$ cat src/rtl/sha256_wb_arbiter.sv
// Two-master Wishbone arbiter in front of the single SHA256 slave. It grants round-robin,
// supports multi-transaction locking, and releases an abandoned lock through an idle watchdog.
module sha256_wb_arbiter #(
  parameter int ADDR_WIDTH   = 32,
  parameter int DATA_WIDTH   = 32,
  parameter int IDLE_TIMEOUT = 1024
) (
  input  logic                    wb_clk_i,
  input  logic                    wb_rst_i,
  input  logic [2*ADDR_WIDTH-1:0] m_adr_i,
  input  logic [2*DATA_WIDTH-1:0] m_dat_i,
  input  logic [7:0]              m_sel_i,
  input  logic [1:0]              m_we_i,
  input  logic [1:0]              m_cyc_i,
  input  logic [1:0]              m_stb_i,
  input  logic [1:0]              m_lock_i,
  output logic [2*DATA_WIDTH-1:0] m_dat_o,
  output logic [1:0]              m_ack_o,
  output logic [ADDR_WIDTH-1:0]   s_adr_o,
  output logic [DATA_WIDTH-1:0]   s_dat_o,
  output logic [3:0]              s_sel_o,
  output logic                    s_we_o,
  output logic                    s_cyc_o,
  output logic                    s_stb_o,
  input  logic [DATA_WIDTH-1:0]   s_dat_i,
  input  logic                    s_ack_i,
  output logic [1:0]              grant_o,
  output logic                    timeout_o
);

  localparam int CNT_W = (IDLE_TIMEOUT > 0) ? $clog2(IDLE_TIMEOUT + 1) : 1;
  localparam logic [CNT_W-1:0] CNT_LAST = CNT_W'((IDLE_TIMEOUT > 0) ? IDLE_TIMEOUT - 1 : 0);
  localparam logic [CNT_W-1:0] CNT_MAX  = {CNT_W{1'b1}};
  localparam bit WDOG_EN = (IDLE_TIMEOUT > 0);

  typedef enum logic {ST_IDLE = 1'b0, ST_OWNED = 1'b1} state_t;

  state_t           state_r, state_s;
  logic             owner_r, owner_s;
  logic             rr_last_r, rr_last_s;
  logic [CNT_W-1:0] idle_cnt_r, idle_cnt_s;
  logic [1:0]       grant_s;
  logic             timeout_s;
  logic             own_cyc_s, own_lock_s;

  assign own_cyc_s  = m_cyc_i[owner_r];
  assign own_lock_s = m_lock_i[owner_r];

  // Next-state logic: arbitration in IDLE, then release/watchdog decisions in OWNED.
  always_comb begin
    state_s    = state_r;
    owner_s    = owner_r;
    rr_last_s  = rr_last_r;
    idle_cnt_s = {CNT_W{1'b0}};
    grant_s    = grant_o;
    timeout_s  = 1'b0;
    case (state_r)
      ST_IDLE: begin
        if (|m_cyc_i) begin
          state_s   = ST_OWNED;
          // On a tie the master that did not win last time gets the core.
          if (&m_cyc_i) begin
            owner_s = ~rr_last_r;
          end else begin
            owner_s = m_cyc_i[1];
          end
          rr_last_s = owner_s;
          grant_s   = owner_s ? 2'b10 : 2'b01;
        end else begin
          grant_s = 2'b00;
        end
      end
      ST_OWNED: begin
        if (own_cyc_s) begin
          idle_cnt_s = {CNT_W{1'b0}};
        end else if (!own_lock_s) begin
          state_s = ST_IDLE;
          grant_s = 2'b00;
        end else if (WDOG_EN && (idle_cnt_r == CNT_LAST)) begin
          state_s   = ST_IDLE;
          grant_s   = 2'b00;
          timeout_s = 1'b1;
        end else if (idle_cnt_r != CNT_MAX) begin
          idle_cnt_s = idle_cnt_r + CNT_W'(1);
        end else begin
          idle_cnt_s = idle_cnt_r;
        end
      end
      default: begin
        state_s = ST_IDLE;
        grant_s = 2'b00;
      end
    endcase
  end

  // State, owner, round-robin pointer, watchdog counter and registered status outputs.
  always_ff @(posedge wb_clk_i or posedge wb_rst_i) begin
    if (wb_rst_i) begin
      state_r    <= ST_IDLE;
      owner_r    <= 1'b0;
      rr_last_r  <= 1'b1;
      idle_cnt_r <= {CNT_W{1'b0}};
      grant_o    <= 2'b00;
      timeout_o  <= 1'b0;
    end else begin
      state_r    <= state_s;
      owner_r    <= owner_s;
      rr_last_r  <= rr_last_s;
      idle_cnt_r <= idle_cnt_s;
      grant_o    <= grant_s;
      timeout_o  <= timeout_s;
    end
  end

  // Bus muxes on the registered grant; an async reset clears grant and so aborts s_cyc_o at once.
  always_comb begin
    s_adr_o = {ADDR_WIDTH{1'b0}};
    s_dat_o = {DATA_WIDTH{1'b0}};
    s_sel_o = 4'h0;
    s_we_o  = 1'b0;
    s_cyc_o = 1'b0;
    s_stb_o = 1'b0;
    m_dat_o = {(2*DATA_WIDTH){1'b0}};
    m_ack_o = 2'b00;
    case (grant_o)
      2'b01: begin
        s_adr_o                  = m_adr_i[ADDR_WIDTH-1:0];
        s_dat_o                  = m_dat_i[DATA_WIDTH-1:0];
        s_sel_o                  = m_sel_i[3:0];
        s_we_o                   = m_we_i[0];
        s_cyc_o                  = m_cyc_i[0];
        s_stb_o                  = m_stb_i[0];
        m_dat_o[DATA_WIDTH-1:0]  = s_dat_i;
        m_ack_o[0]               = s_ack_i;
      end
      2'b10: begin
        s_adr_o                           = m_adr_i[2*ADDR_WIDTH-1:ADDR_WIDTH];
        s_dat_o                           = m_dat_i[2*DATA_WIDTH-1:DATA_WIDTH];
        s_sel_o                           = m_sel_i[7:4];
        s_we_o                            = m_we_i[1];
        s_cyc_o                           = m_cyc_i[1];
        s_stb_o                           = m_stb_i[1];
        m_dat_o[2*DATA_WIDTH-1:DATA_WIDTH] = s_dat_i;
        m_ack_o[1]                        = s_ack_i;
      end
      default: begin
        s_cyc_o = 1'b0;
      end
    endcase
  end

endmodule
$ cat config.mk
export PLATFORM = sky130hd
export DESIGN_NAME = sha256_wb_arbiter
export DESIGN_NICKNAME = d
export VERILOG_FILES = /design/src/rtl/sha256_wb_arbiter.sv
export SDC_FILE = /design/constraint.sdc
export NUM_CORES = 1
export LEC_CHECK = 0
export CAP_MARGIN = 25
export CORE_AREA = 2 2 124 126
export CTS_CLUSTER_DIAMETER = 100
export DETAILED_ROUTE_END_ITERATION = 6
export DIE_AREA = 0 0 126 128
export SLEW_MARGIN = 20
export SYNTH_ARGS = -nofsm -noshare
export SYNTH_HDL_FRONTEND = slang
export SYNTH_SLANG_ARGS = --single-unit
$ cat constraint.sdc
create_clock -name wb_clk_i -period 2.1 [get_ports wb_clk_i]
set_input_delay 0.315 -clock wb_clk_i [delete_from_list [all_inputs] [get_ports wb_clk_i]]
set_output_delay 0.315 -clock wb_clk_i [all_outputs]
set_load 0.01 [all_outputs]
# After elaboration in Yosys (flattened, before gate mapping)
# Index checks and enable logic that the tools add are counted.
# totals
inputBits,179
out_inout_bits,140
regBits,17
# op_classes
n_addsub,1
n_lt_le_gt_ge,1
reduce_logical,4
bitwise_logic,2
n_eq_ne,7
n_mux,37
# op_table
op,n
32-bit one-hot mux with 2 select lines,2
32-bit two-way mux,2
11-bit two-way mux,5
1-bit two-way mux,17
11-bit by 1-bit adder with 11-bit output (second input constant),1
11-bit by 10-bit equality test with 1-bit output (second input constant),1
11-bit inequality test (second input constant),1
2-bit two-way mux,5
1-bit one-hot mux with 2 select lines,4
4-bit one-hot mux with 2 select lines,1
2-bit AND reduction,3
5-bit by 3-bit inequality test with 1-bit output (second input constant),1
2-bit one-hot mux with 2 select lines,1
3-bit by 2-bit inequality test with 1-bit output (second input constant),1
2-bit by 1-bit equality test with 1-bit output (second input constant),1
2-bit equality test (second input constant),1
1-bit by 2-bit less-than comparator with 1-bit output (second input constant),1
2-bit inequality test (second input constant),1
1-bit NOT,2
2-bit OR reduction,1

# Longest topological paths before layout
# logic_depth
word_depth,7
depth_mapped,7
mapped_depth_nobuf,5

# Worst setup path before layout
# OpenSTA, ideal clock, no wires.
# synth_path
kind,register to output
from,register grant_o[0]
to,output port s_adr_o[11]
required_ps,1785
n_path_buf,3
setup_slack_ps,138
arrival_ps,1647
stages_incl_launch_ff,8
cell_sequence,dfrtp_1 > inv_1 > ha_1 > clkbuf_1 > clkbuf_1 > buf_1 > a22oi_1 > nor2_1
# synth_via
elab_chain_cells,2
# synth_lines
element,line_no,text
"start, declared",27,"output logic [1:0] grant_o,"
"start signal, assigned",110,grant_o <= grant_s;
2-bit equality test / 2-bit by 1-bit equality test with 1-bit output (equally long branches),125,case (grant_o)
32-bit one-hot mux with 2 select lines (*),125,
"end, declared",19,"output logic [ADDR_WIDTH-1:0] s_adr_o,"
# Every way passes the cells marked *; elsewhere a longest branch is shown, timed or not.

# Worst setup path in the final report
# layout_path
from,register grant_o[0]
to,output port s_dat_o[8]
# layout_via
elab_chain_cells,2
# layout_lines
element,line_no,text
2-bit equality test / 2-bit by 1-bit equality test with 1-bit output (equally long branches),125,
32-bit one-hot mux with 2 select lines (*),125,
"end, declared",20,"output logic [DATA_WIDTH-1:0] s_dat_o,"
# Marks and branches as above.

==> metrics.txt <==
maximum level of the CTS H-tree=1; top-count cell post-synth=nor2_1; Worst-Margin Slew=0.612 ns; Peak VDD IR=781 uV; Post-Syn Instances=340; Pwr Density=894 nW/um2; commonest cells in the synthesized netlist=nor2_1, a22oi_1, and2_1; CP required=1.78 ns; via density per instance=4.49; # Max-Cap Violations=0; RSZ-0062 raised after global routing=true; GP Congestion=approximately 0.9; IO Count=319; largest net degree at the start of global routing=slightly above 40; vias in the first global route=roughly 3700; first-pass GRT wire length=21.9 mm; initial antenna violation count=2; reg-to-reg slack, setup=0.18 ns; Hold Fails Final Rpt=0; # setup viols final=10; routed via count=about 3800; Startpoint Class=flop; Clock Power Share=7.2%; clock sinks=17; synth top area cells=a22oi_1, and2_1, dfrtp_1, nor2_1, clkbuf_1; part of the power in registers=under 10%; Seq/Total Area, Yosys=18.7%; CTS max path bufs=2; DR pass1 iterations=4; DP HPWL=11.5 mm; Worst R2R Path Depth=5; die width=about 130 um; min Tclk post-route=2.13 ns; Placed Cells=approximately 820; Max-slew headroom=59.2%; fmax=470 MHz; GRT Total Usage=17.0%; Syn-to-layout area delta=157%; syn nets=~520; utilization after layout=39.4%; clock-pin slew on the worst setup and hold paths=~0.05 ns; Final nets=832; clk_lat worst skew=0.24 ns; Worst Setup Path Type=flop to output port; sw frac=a little under half; Place WS=-0.00279 ns; status=finished with violations; post-synth top area share=23.4%; CTS tree=yes; Final Cycle Share=101%; Cell Area, Synth=2280 um2; layout cells sized above 1=14.3%; Core Region=14900 um2; GRT overflow=0; Post-synth top flop=dfrtp_1; Multi-input gate area=1830 um2; Seq. cell area=between 400 and 500 um2; WP data arrival=approximately 1.8 ns; Port Buffers=318; Die Ht=about 130 um; CTS Buf Count=3; DRC Markers=0; Synth cell types=40; Worst path slowest cell=dfrtp_1; combinational fraction of design power=84.1%; Initial DRC Count=169; Post-Layout Cell Count=839; total power=5.23 mW; Filler cells=1557; asr flop ratio synth=100%; critical path peak fanout=33; CTS root buf=clkbuf_16; post-synth top area cell=a22oi_1; clk_skew=0.00110 ns; failing checks=setup timing; Hold WS=0.445 ns; FF-to-FF End=grant_o[1]; WL final=14.8 mm; CP Capture Type=output port; yosys warns=0; EDFF count, synth=0; critical path's largest stage delay=0.39 ns; max-slew violations=0; Static Leak=~2.7 nW; routed len/inst=17.6 um; # hold bufs at CTS=0; row count=45; reg2reg start=idle_cnt_r[0]; Pint=2.81 mW; antenna viol nets, final=0; switching power=2.42 mW; Mapped Avg Cell Area=6.71 um2; post-synthesis register bit count=17; Initial Utilization=15.3%; DIE AREA=16100 um2; Most Frequent Cell on Critical Path=buf_4; final worst slack=-0.0299 ns; Critical Path, Cell by Cell=buf_4 > ha_4 > buf_4 > buf_12 > a22oi_1 > nor2_1 > dlygate4sd2_1; min-delay worst type=input pin to asynchronous set/reset pin
==> cells in the final DEF (no fill, tap or decap), types with 9 or more instances in the layout <==
cell and count:
clkdlybuf4s15_1 9, nor2_1 80, dfrtp_1 16, dlygate4sd2_1 92, clkbuf_2 26, a22oi_1 49
buf_12 10, clkdlybuf4s50_1 181, and2_1 66, a22oi_2 22
==> state kept, by name, indices dropped and copies added, names as in the netlist <==
register and count:
idle_cnt_r 11, grant_o 2, owner_r 1, rr_last_r 1, state_r 1, timeout_o 1
==> metrics by stage <==
step / instance area (um2) / setup TNS, ns
after floorplan: 2280 / 0
after global placement: 5770 / 0
after detailed placement: 5770 / -0.00279
after CTS: 5820 / -0.395
after global routing: 5850 / -0.992
final: 5850 / -0.149
==> critical path: cells and delay by family (launching register included) <==
| family | cells | cell delay [ns] |
|---|---|---|
| compound gates | 1 | 0.18 |
| fa+ha+maj | 1 | 0.19 |
| buf+inv | 4 | 0.74 |
| flops | 1 | 0.39 |
| simple gates | 1 | 0.06 |
==> per-layer routing <==
layer  GRT usage [%]  up-vias  part of all wire (%)
met1            21.0     1778                    41
met5               0        -                     0
met2            31.2      165                    52
li1                -     1816                     -
met3            2.46       12                   5.8
met4            4.14        0                   1.7
==> power by group through the flow <==
| stage | logic, mW | clock network (mW) | registers [mW] |
|---|---|---|---|
| 2_1_floorplan | 1.95 | 0 | 0.446 |
| 3_3_place_gp | 4.49 | 0 | 0.463 |
| 3_5_place_dp | 4.53 | 0 | 0.470 |
| 4_1_cts | 4.38 | 0.382 | 0.457 |
| 5_1_grt | 4.78 | 0.397 | 0.468 |
| 6_report | 4.40 | 0.374 | 0.458 |
==> final cells by class <==
cell class                 count  area share [%]
multi-input combinational    283            31.3
clock buffer                   4            1.35
sequential                    17            7.29
tap                          188            4.02
antenna                        2          0.0855
timing repair buffer         340            55.6
inverter                       5           0.321
==> kinds of logic (layout without fill, tap and decap cells) <==
family	Yosys count	after routing	share of synthesized area (%)
DFF	17	17	18.7
and+or+nand+nor	183	183	40.9
other	0	2	0
AOI/OAI and AO/OA	93	93	30.1
adders and majority gates	3	3	1.65
buffers and inverters	40	349	6.91
muxes	3	3	1.43
xor gates and xnor gates	1	1	0.384
==> worst max-delay path by stage <==
stage | from | end | slack, ns
2_1_floorplan | grant_o[0] | s_adr_o[11] | 0.14
3_3_place_gp | grant_o[0] | s_dat_o[24] | 0.01
3_5_place_dp | grant_o[0] | s_dat_o[24] | -0.003
4_1_cts | grant_o[0] | s_adr_o[29] | -0.19
5_1_grt | grant_o[0] | s_adr_o[3] | -0.10
6_report | grant_o[0] | s_dat_o[8] | -0.03
==> repair_timing <==
| action | 4_1_cts | 5_1_grt |
|---|---|---|
| pin swaps | 0 | 3 |
| gates resized for setup | 165 | 82 |
| setup buffers | 5 | 3 |
| gates cloned | 3 | 1 |
| endpoints found under the setup margin | 137 | 30 |
(Power assumes the default switching activity.)
